`config.mk`:
```
export PLATFORM = sky130hd
export DESIGN_NAME = rotary_consumer
export DESIGN_NICKNAME = d
export VERILOG_FILES = /design/src/rtl/rotary_consumer.sv
export SDC_FILE = /design/constraint.sdc
export NUM_CORES = 1
export LEC_CHECK = 0
export CORE_MARGIN = 10
export CORE_UTILIZATION = 61
export DETAILED_ROUTE_END_ITERATION = 12
export GPL_TIMING_DRIVEN = 0
export PLACE_DENSITY = 0.77
export SYNTH_ARGS = -nofsm -noshare
export SYNTH_HDL_FRONTEND = slang
export SYNTH_SLANG_ARGS = --single-unit
```
`constraint.sdc`:
```
create_clock -name clk -period 4.5 [get_ports clk]
set_input_delay 0.45 -clock clk [delete_from_list [all_inputs] [get_ports clk]]
set_output_delay 0.45 -clock clk [all_outputs]
set_load 0.05 [all_outputs]
```
`src/rtl/rotary_consumer.sv`:
```
// Rotary-encoder token consumer: pops tokens from a conveyor and uses them to walk a menu
// (select mode) or to nudge the selected item's stored value (edit mode).
module rotary_consumer #(
  parameter int ITEMS   = 8,
  parameter int VAL_W   = 8,
  parameter int VAL_MAX = 255,
  parameter int HOLDOFF = 4
) (
  input  logic                     clk,
  input  logic                     rst,
  input  logic [1:0]               data,
  output logic                     data_next,
  input  logic                     pause,
  output logic                     mode,
  output logic [$clog2(ITEMS)-1:0] item,
  output logic [VAL_W-1:0]         value,
  output logic                     update
);

  localparam int IW = $clog2(ITEMS);
  localparam logic [IW-1:0]    LAST_ITEM = IW'(ITEMS - 1);
  localparam logic [VAL_W-1:0] VMAX      = VAL_W'(VAL_MAX);
  localparam logic [7:0]       HOLD      = 8'(HOLDOFF);

  localparam logic [1:0] TOK_CCW = 2'b01;
  localparam logic [1:0] TOK_CW  = 2'b10;
  localparam logic [1:0] TOK_BTN = 2'b11;

  typedef enum logic [1:0] {IDLE, POP, APPLY, WAIT} state_t;

  state_t           state_q, state_d;
  logic [1:0]       tok_q, tok_d;
  logic [7:0]       cnt_q, cnt_d;
  logic             mode_q, mode_d;
  logic [IW-1:0]    item_q, item_d;
  logic             dn_q, dn_d;
  logic             upd_q, upd_d;
  logic [VAL_W-1:0] vals_q [ITEMS];
  logic [VAL_W-1:0] vals_d [ITEMS];
  logic [VAL_W-1:0] cur;

  assign cur = vals_q[item_q];

  always_comb begin
    state_d = state_q;
    tok_d   = tok_q;
    cnt_d   = cnt_q;
    mode_d  = mode_q;
    item_d  = item_q;
    vals_d  = vals_q;
    dn_d    = 1'b0;
    upd_d   = 1'b0;
    case (state_q)
      IDLE: begin
        // The strobe is raised only after the token is latched, so the head never moves under us.
        if (data != 2'b00 && !pause) begin
          tok_d   = data;
          dn_d    = 1'b1;
          state_d = POP;
        end
      end
      POP: state_d = APPLY;
      APPLY: begin
        case (tok_q)
          TOK_CW: begin
            if (!mode_q) begin
              item_d = (item_q == LAST_ITEM) ? '0 : item_q + 1'b1;
              upd_d  = 1'b1;
            end else if (cur < VMAX) begin
              vals_d[item_q] = cur + 1'b1;
              upd_d          = 1'b1;
            end
          end
          TOK_CCW: begin
            if (!mode_q) begin
              item_d = (item_q == '0) ? LAST_ITEM : item_q - 1'b1;
              upd_d  = 1'b1;
            end else if (cur != '0) begin
              vals_d[item_q] = cur - 1'b1;
              upd_d          = 1'b1;
            end
          end
          TOK_BTN: begin
            mode_d = ~mode_q;
            upd_d  = 1'b1;
          end
          default: ;
        endcase
        if (HOLDOFF == 0) begin
          state_d = IDLE;
        end else begin
          state_d = WAIT;
          cnt_d   = HOLD;
        end
      end
      WAIT: begin
        cnt_d = cnt_q - 8'd1;
        if (cnt_q == 8'd1) state_d = IDLE;
      end
      default: state_d = IDLE;
    endcase
  end

  always_ff @(posedge clk or posedge rst) begin
    if (rst) begin
      state_q <= IDLE;
      tok_q   <= 2'b00;
      cnt_q   <= 8'd0;
      mode_q  <= 1'b0;
      item_q  <= '0;
      dn_q    <= 1'b0;
      upd_q   <= 1'b0;
      vals_q  <= '{default: '0};
    end else begin
      state_q <= state_d;
      tok_q   <= tok_d;
      cnt_q   <= cnt_d;
      mode_q  <= mode_d;
      item_q  <= item_d;
      dn_q    <= dn_d;
      upd_q   <= upd_d;
      vals_q  <= vals_d;
    end
  end

  assign data_next = dn_q;
  assign mode      = mode_q;
  assign item      = item_q;
  assign value     = cur;
  assign update    = upd_q;

endmodule

```
==> flow_summary.ini, run 1 <==
[run_status]
outcome = completed

[placement]
place_congestion = 0.872
dpl.hpwl_um = 7470
port_buffers = 18

[global_route]
gr-total-overflow = 0
grt_max_degree = 45
grt_antenna_before_repair = 0
grt_pass1_vias = 3443
track_usage = 0.197
grt_pass1_wl_um = 18100

[sta]
slew_headroom = 0.421
fin_tns_setup_ps = 0
setup_viol = 0
clock_skew_ps = 11.0
tightest_slew_ps = 868
min_period_ps = 4320
rsz0062_at_grt = no
drv_slew = 0
whs_ps = 458
timing.final.hold_violations = 0
fin_crit_sh = 0.959
max_freq_mhz = 232

[critical_path]
end_kind = flop
ff2ff_setup_slack_ps = 180
cp_top_family = buffers and inverters
reg2reg_from = item[1]
required_ps = 4760
cp_num_buf_inv = 8
cp_cell_sequence = buf_6 -> buf_8 -> buf_6 -> buf_6 -> mux2i_1 -> a211oi_1 -> a311oi_1 -> clkbuf_2 -> ha_1 -> inv_1 -> a2111oi_0 -> and4_1 -> buf_2 -> a2111oi_1 -> and2_1 -> buf_6 -> mux2_4
crit_path_end = vals_q[53]
cpPeakStageDelay_ps = 460
crit_start = item[1]
reg2regPathDepth = 17
path_common_cell = buf_6
cp-start-kind = flop
path_max_fanout = 10
crit_path_top_delay_cell = a311oi_1
r2r-end = vals_q[53]
critical_path_class = reg2reg
path_depth = 17
arrival_ps = 4580

[synthesis]
synth-async-reset-ratio = 1.00
synth-seq-cells = 82
synth_common_cells = 82 x dfrtp_1, 50 x mux2_4, 23 x inv_1, 21 x nand2_1, 19 x mux2_2
synth.avg_cell_area_um2 = 12.0
ys.flop_type = dfrtp_1
synth_most_common_cell = dfrtp_1
synth_top_area_cell = dfrtp_1
synth_area_leaders = dfrtp_1 43%, mux2_4 16%, mux2_2 4.5%
syn_inst = 397
synth.top_cell.area_share = 0.432
yosysWarnings = 0
synth_nets = 418
synth_edf_count = 0
synth_area_um2 = 4750
yosys.cell_types.count = 59
yosysSeqAreaShare = 0.432

[clock_network]
htree_levels = 3
cts_max_path_buffers = 2
ctsHoldBuffers = 0
cts_tree = done
post_cts.repair.setup_buffers = 0
cts_buffers = 9
clkTransAtPathRegs_ps = 80
clock_sinks = 82
clk_latency_ps = 370
root_buffer = clkbuf_8

[layout]
drive_above_1_share = 0.273
num-fill-cells = 563
multiInputGateArea_um2 = 2430
area_growth_pct = 11.8
nets = 448
final-seq-area_um2 = 2050
diodes = 0

[floorplan]
die_h_um = 108
initial_core_util = 0.622
rows = 32
die_w_um = 108
design.die.area_um2 = 11700
core_um2 = 7650
io_pins = 19

[job]
max_cap_violations = 0

[route]
num_vias = 3297
drt_wl_total_um = 11000
viasPerCell = 6.17
drc = 0
ant_nets = 0
wl_per_cell_um = 20.6
first_pass_iters = 4
drt_iter0_drc = 151

[power_and_ir_drop]
power_density_nw_per_um2 = 795
irDropWorstVdd_uv = 396
p_leak_nw = 2.44

[min_path]
hold_path_class = in2async
==> sequential cells by signal, indices dropped and copies added (netlist names), named ones only <==
signal,count
cnt_q,8
update,1
vals_q,56
tok_q,2
data_next,1
state_q,2
item,3
mode,1
==> area by class of cell <==
cell class                      instances  share of cell area
Tap cell                              102              0.0240
Inverter                               24              0.0184
Multi-Input combinational cell        269               0.457
Clock buffer                           12              0.0273
Clock inverter                          4              0.0139
Buffer                                 22              0.0358
Sequential cell                        82               0.386
Timing Repair Buffer                   19              0.0377
==> how the worst min path moves through the flow <==
| stage | startpoint | to | slack, ps | cells after the start |
|---|---|---|---|---|
| after floorplan | cnt_q[7] | cnt_q[7] | 460 | 1 |
| after global placement | cnt_q[7] | cnt_q[7] | 480 | 1 |
| after detailed placement | vals_q[57] | vals_q[57] | 490 | 1 |
| after CTS | rst | cnt_q[3] | 470 | 2 |
| after global routing | rst | cnt_q[3] | 510 | 2 |
| final | rst | cnt_q[5] | 460 | 2 |
==> kinds of logic after synthesis <==
logic type / share of synthesized area
AO/OA/AOI/OAI: 0.111
XOR/XNOR: 0.0129
adder cells (fa/ha/maj): 0.0421
buffers and inverters: 0.0597
flip-flops: 0.432
multiplexers: 0.248
AND/OR/NAND/NOR: 0.0939
==> worst reg2reg max path: cells and delay by family (launching register included) <==
family | cells | cell delay, ps
flip-flops | 1 | 400
AND/OR/NAND/NOR | 2 | 470
AO/OA/AOI/OAI | 4 | 1150
adder cells (fa/ha/maj) | 1 | 210
buffers and inverters | 8 | 1440
multiplexers | 2 | 550
==> cell usage in the layout (no fill, tap or decap), types with 3 or more instances in the layout <==
| cell type | netlist | layout |
|---|---|---|
| a31oi_1 | 14 | 14 |
| o21ai_0 | 10 | 10 |
| mux2_4 | 50 | 50 |
| and2_1 | 7 | 7 |
| nand4_1 | 4 | 4 |
| clkdlybuf4s50_1 | 0 | 18 |
| buf_6 | 11 | 11 |
| clkbuf_1 | 4 | 5 |
| inv_1 | 23 | 22 |
| mux2_2 | 19 | 19 |
| nand3_1 | 4 | 4 |
| nand2b_1 | 3 | 3 |
| buf_2 | 4 | 4 |
| a2111oi_1 | 6 | 7 |
| clkbuf_8 | 0 | 10 |
| nor2b_1 | 3 | 3 |
| mux2i_1 | 16 | 16 |
| nor2_1 | 18 | 18 |
| ha_1 | 16 | 16 |
| a211oi_1 | 3 | 3 |
| a21oi_1 | 17 | 17 |
| nand2_1 | 21 | 21 |
| xnor2_1 | 5 | 4 |
| dfrtp_1 | 82 | 82 |
| nor3_1 | 3 | 3 |
| o22ai_1 | 6 | 6 |
| and3_1 | 5 | 5 |
==> metrics by stage <==
stage / total power, W / instance area [um2] / cells / utilization / setup WS [ps]
after global routing: 0.00447 / 5310 / 534 / 0.695 / 2.45
after CTS: 0.00420 / 5300 / 534 / 0.694 / 88.6
final: 0.00422 / 5310 / 534 / 0.695 / 184
after detailed placement: 0.00358 / 5080 / 518 / 0.665 / 135
after global placement: 0.00349 / 5060 / 517 / 0.662 / 276
after floorplan: 0.00295 / 4750 / 397 / - / 551
==> layer usage <==
metal,track usage,share of wire,vias to the layer above
li1,-,-,1499
met2,0.318,0.49,89
met5,0,0,-
met3,0.0440,0.048,21
met1,0.252,0.44,1688
met4,0.0810,0.022,0
==> repair_timing <==
action                                  CTS  global route
gates resized for setup                   0             4
endpoints found under the setup margin    0            57
endpoints found under the hold margin     0             0
==> power by group <==
group	switching (W)	total [W]	internal, W
Clock	0.000277	0.000606	0.000329
Sequential	0.000175	0.00117	0.000998
Combinational	0.00148	0.00245	0.000966
(Power assumes the default switching activity.)
==> inputs of run 2 (changes only) <==
--- a/config.mk
+++ b/config.mk
@@ -9,6 +9,8 @@
 export CORE_UTILIZATION = 61
 export DETAILED_ROUTE_END_ITERATION = 12
 export GPL_TIMING_DRIVEN = 0
+export HOLD_SLACK_MARGIN = 0.1
+export MAX_ROUTING_LAYER = met4
 export PLACE_DENSITY = 0.77
 export SYNTH_ARGS = -nofsm -noshare
 export SYNTH_HDL_FRONTEND = slang
==> flow_summary.ini, run 2 (same netlist as run 1, synthesis figures left out) <==
[sta]
fin_crit_sh = 0.949
tightest_slew_ps = 870
setup_viol = 0
drv_slew = 0
timing.final.hold_violations = 0
clock_skew_ps = 11.6
min_period_ps = 4270
rsz0062_at_grt = no
max_freq_mhz = 234
slew_headroom = 0.420
fin_tns_setup_ps = 0
whs_ps = 462

[layout]
diodes = 0
final_cell_mix = 82 x dfrtp_1, 50 x mux2_4, 22 x inv_1
top_register = vals_q
drive_above_1_share = 0.273
largest_register_ff_count = 56
mostFrequentLayoutCell = dfrtp_1
area_growth_pct = 11.8
nets = 448
num-fill-cells = 563
stdcell_count = 534

[power_and_ir_drop]
p_clk_frac = 0.144
comb_power_share = 0.578
p_leak_nw = 2.44
irDropWorstVdd_uv = 395
power_density_nw_per_um2 = 793
p_sw_frac = 0.456
power_switching_w = 0.00192
sequentialPowerShare = 0.278
cell_internal_pwr_w = 0.00229

[global_route]
use_met3 = 0.0458
grt_antenna_before_repair = 0
grt_use_met2 = 0.319
grt_pass1_wl_um = 18100
grt_max_degree = 45
gr-total-overflow = 0
met1_usage = 0.250
grt_pass1_vias = 3440
grt_busiest_layer = met2
track_usage = 0.204

[critical_path]
path_max_fanout = 10
cp_top_family = buffers and inverters
crit_path_top_delay_cell = a311oi_1
reg2reg_from = item[1]
cpPeakStageDelay_ps = 460
cp_num_buf_inv = 8
end_kind = flop
arrival_ps = 4520
cp-start-kind = flop
r2r-end = vals_q[3]
required_ps = 4750
cp_cell_sequence = buf_6 -> buf_8 -> buf_6 -> buf_6 -> mux2i_1 -> a211oi_1 -> a311oi_1 -> clkbuf_2 -> ha_1 -> inv_1 -> a2111oi_0 -> and4_1 -> buf_2 -> a2111oi_1 -> and2_1 -> buf_6 -> mux2_4
ff2ff_setup_slack_ps = 230
path_common_cell = buf_6
reg2regPathDepth = 17
critical_path_class = reg2reg

[clock_network]
clock_sinks = 82
clkTransAtPathRegs_ps = 80
cts_tree = done
root_buffer = clkbuf_8
htree_levels = 3
ctsHoldBuffers = 0
cts_max_path_buffers = 2
clk_latency_ps = 370
cts_buffers = 9

[floorplan]
design.die.area_um2 = 11700
io_pins = 19
initial_core_util = 0.622
die_h_um = 108
rows = 32
core_um2 = 7650
die_w_um = 108

[placement]
port_buffers = 18
place_congestion = 0.886
dpl.hpwl_um = 7470
dp.cells = 518

[route]
num_vias = 3326
first_pass_iters = 5
ant_nets = 0
drt_wl_total_um = 10900
drc = 0
wl_per_cell_um = 20.4
drt_iter0_drc = 170
viasPerCell = 6.23

[job]
max_cap_violations = 0

[min_path]
hold_path_class = in2async

[run_status]
outcome = completed
-- run 2: metal layers --
metal	up-vias	wire [um]
li1	1499	-
met2	114	5380
met4	0	257
met5	-	0
met1	1688	4650
met3	25	628
-- run 2: what timing repair did --
item                       in CTS  in global routing
setup endpoints to repair       0                 57
resized for setup               0                  4
setup buffers                   0                  0
-- run 2: worst register-to-register path, cell delays in order (launching register included) --
cell	delay, ps
dfrtp_1	400
buf_6	160
buf_8	160
buf_6	180
buf_6	180
mux2i_1	230
a211oi_1	110
a311oi_1	460
clkbuf_2	310
ha_1	210
inv_1	60
a2111oi_0	400
and4_1	240
buf_2	220
a2111oi_1	150
and2_1	220
buf_6	150
mux2_4	320
-- run 2: cell type report --
| class | count | area (um2) | share of cell area |
|---|---|---|---|
| well taps | 102 | 128 | 0.0240 |
| flip-flops and latches | 82 | 2050 | 0.386 |
| clock buffers | 12 | 145 | 0.0273 |
| inverters | 24 | 97.6 | 0.0184 |
| repair buffers | 19 | 200 | 0.0377 |
| multi-input cells | 269 | 2430 | 0.457 |
| clock inverters | 4 | 73.8 | 0.0139 |
| plain buffers | 22 | 190 | 0.0358 |
-- run 2: worst max path at each step --
stage,startpoint,slack [ps],depth (start not counted),end
final,item[1],230,17,vals_q[3]
after global routing,item[1],2,17,vals_q[53]
after CTS,item[1],90,16,vals_q[22]
after detailed placement,item[1],140,16,vals_q[22]
after global placement,item[1],280,16,vals_q[22]
after floorplan,item[1],550,17,flop
-- run 2: through the flow --
step	util	setup WS [ps]	area, um2	power, W
finish	0.695	229	5310	0.00422
global route	0.695	2.26	5310	0.00447
CTS	0.694	88.6	5300	0.00420
detailed placement	0.665	135	5080	0.00358
global placement	0.662	276	5060	0.00349
floorplan	-	551	4750	0.00295
-- run 2: power groups by stage --
stage	Sequential (W)	Combinational (W)	Clock, W
after floorplan	0.00121	0.00174	0
after global placement	0.00116	0.00233	0
after detailed placement	0.00118	0.00240	0
after CTS	0.00117	0.00241	0.000614
after global routing	0.00121	0.00263	0.000636
final	0.00117	0.00244	0.000606
==> edit (flow settings as in run 2) <==
Put a register stage on the output `value`. The value now appears one clock later. The other outputs are not delayed to match.
--- a/src/rtl/rotary_consumer.sv
+++ b/src/rtl/rotary_consumer.sv
@@ -126,7 +126,9 @@
   assign data_next = dn_q;
   assign mode      = mode_q;
   assign item      = item_q;
-  assign value     = cur;
+  always_ff @(posedge clk) begin
+    value <= cur;
+  end
   assign update    = upd_q;
 
 endmodule
Formal check against the unedited RTL: same outputs for any inputs over 4 cycles, from zero or initial values and one cycle with rst high; that may be too few to reach the edited logic, so the function may still have changed.
==> edit against run 2 <==
  * Final cell count down 5.6%
  * Power is 10% lower
  * Combinational power fell by 20%
  * Routed wire length decreased by 11%
  * Setup slack gained 0.53 ns
  * Sequential cell count is 8 higher
  * Final area fell by 0.52%
  * Area after synthesis is 0.53% lower
  * Sequential power grew 5%
  * Utilization fell by 0.36 points
  * Largest power group unchanged
==> edit: results (changes against run 2) <==
metric;value;unit;change
RD Place Congestion;0.8431;;-4.9%
worst setup path start;item[0]$_DFFE_PP0P_;;
worst path arrival time;3.99;ns;-0.53 ns
buffers added on ports;18;;unchanged
CTS Root Cell;clkbuf_8;;
Vias/cell;5.849;;-6.1%
CP Max Fanout;10;;unchanged
PostCTS Resize Cnt;0;;unchanged
CP Class;flip-flop to flip-flop;;
static leakage;0.002445;µW;+0.14%
placed cells;488;;-5.8%
vias in the first global route;3142;;-8.7%
ANT cells;0;;unchanged
GR Util All Layers;18.56;%;-1.8 points
share of cells above drive strength 1;32.84;%;+5.5 points
CTS Buffer Depth;2;;unchanged
antenna violations before repair;0;;unchanged
CTS buffer count;9;;unchanged
largest net degree at the start of global routing;48;;+6.7%
largest stage delay on the critical path;0.62;ns;+0.16 ns
Post-Synthesis Cells;367;;-7.6%
Least-Margin Pin Slew;0.7731;ns;-0.09665 ns
Top Registers;vals_q x56, cnt_q x8, value x8;;
Detailed Routing Iterations Pass 1;4;;-1
Fin Clk Skew;0.008809;ns;-0.002818 ns
commonest cells in the netlist;dfrtp_1, mux2_2, inv_1;;
First DRT Iteration DRCs;117;;-31%
first-pass GRT wire length;16.46;mm;-9.1%
# nets final;418;;-6.7%
Avg WL per Cell;19.27;µm;-5.6%
status;finished, final reports clean;;
r2r worst-path depth;14;;-3
pre-CTS worst setup slack;0.7934;ns;+0.6583 ns
RR Endpoint;vals_q[41]$_DFFE_PP0P_;;
asr flop ratio synth;91.11;%;-8.9 points
# fillers;545;;-3.2%
HP Class;input pin to asynchronous set/reset pin;;
Ys Warns;0;;unchanged
CP max stage cell;nor3_4;;
DP HPWL;6.762;mm;-9.5%
H-tree depth;3;;unchanged
Peak VDD IR;0.3464;mV;-12%
post-synthesis sequential area ratio;46.77;%;+3.6 points
Post-CTS Setup Bufs;0;;unchanged
Yosys cell types;64;;+8.5%
syn nets;388;;-7.2%
Worst-Skew Late Latency;0.36;ns;
top cells by area, synth;dfrtp_1, mux2_2, mux2_4;;
clock slew seen by the registers of the worst setup and hold paths;0.08;ns;about the same
DRT Wirelength;9.714;mm;-11%
[edit: changes by cell type after synthesis, moves of 7 or more]
| cell | before | now |
|---|---|---|
| dfxtp_1 | 0 | 8 |
| mux2_2 | 19 | 56 |
| mux2i_1 | 16 | 9 |
| a21oi_1 | 17 | 10 |
| a31oi_1 | 14 | 5 |
| mux2_4 | 50 | 17 |
[edit: per-stage QoR]
step / hold WS [ns] / area (µm²)
floorplan: 0.4478 / 4730
global placement: 0.4811 / 5037
detailed placement: 0.4875 / 5067
CTS: 0.4846 / 5286
global route: 0.5230 / 5286
finish: 0.4625 / 5286
[edit: worst max-delay path: cells and delay by family, from the launching register on]
family          cells  cell delay [ns]
compound gates      3             0.66
mux                 1             0.35
simple gates        4             1.12
fa+ha+maj           1             0.26
flops               1             0.39
buf+inv             5             0.84
[edit: kinds of logic (layout without fill, tap and decap cells)]
family,Yosys count,after routing,synth area share (%)
mux,90,90,24.15
fa+ha+maj,16,16,4.233
buf+inv,31,66,3.730
flops,90,90,46.77
compound gates,47,47,7.434
simple gates,84,84,11.53
xor+xnor,9,9,2.143
[edit: final cells by class]
type                    instances  area share [%]
repair buffers                 19           3.929
clock inverters                 4           1.396
flip-flops and latches         90           41.85
clock buffers                  12           2.746
well taps                     102           2.414
multi-input cells             246           44.28
inverters                      21           1.538
plain buffers                  10           1.846
[edit: per-layer routing]
layer / global-route usage (%) / up-vias / part of all wire (%)
li1: - / 1386 / -
met1: 23.07 / 1498 / 45
met2: 30.13 / 47 / 50
met3: 3.331 / 17 / 3.2
met4: 5.725 / 0 / 1.6
met5: - / - / 0
[edit: power breakdown]
| group | switching (µW) | internal (µW) | total (µW) |
|---|---|---|---|
| sequential | 164 | 1070 | 1230 |
| combinational | 1150 | 791 | 1940 |
| clock | 280 | 330 | 610 |
| total | 1590 | 2190 | 3780 |
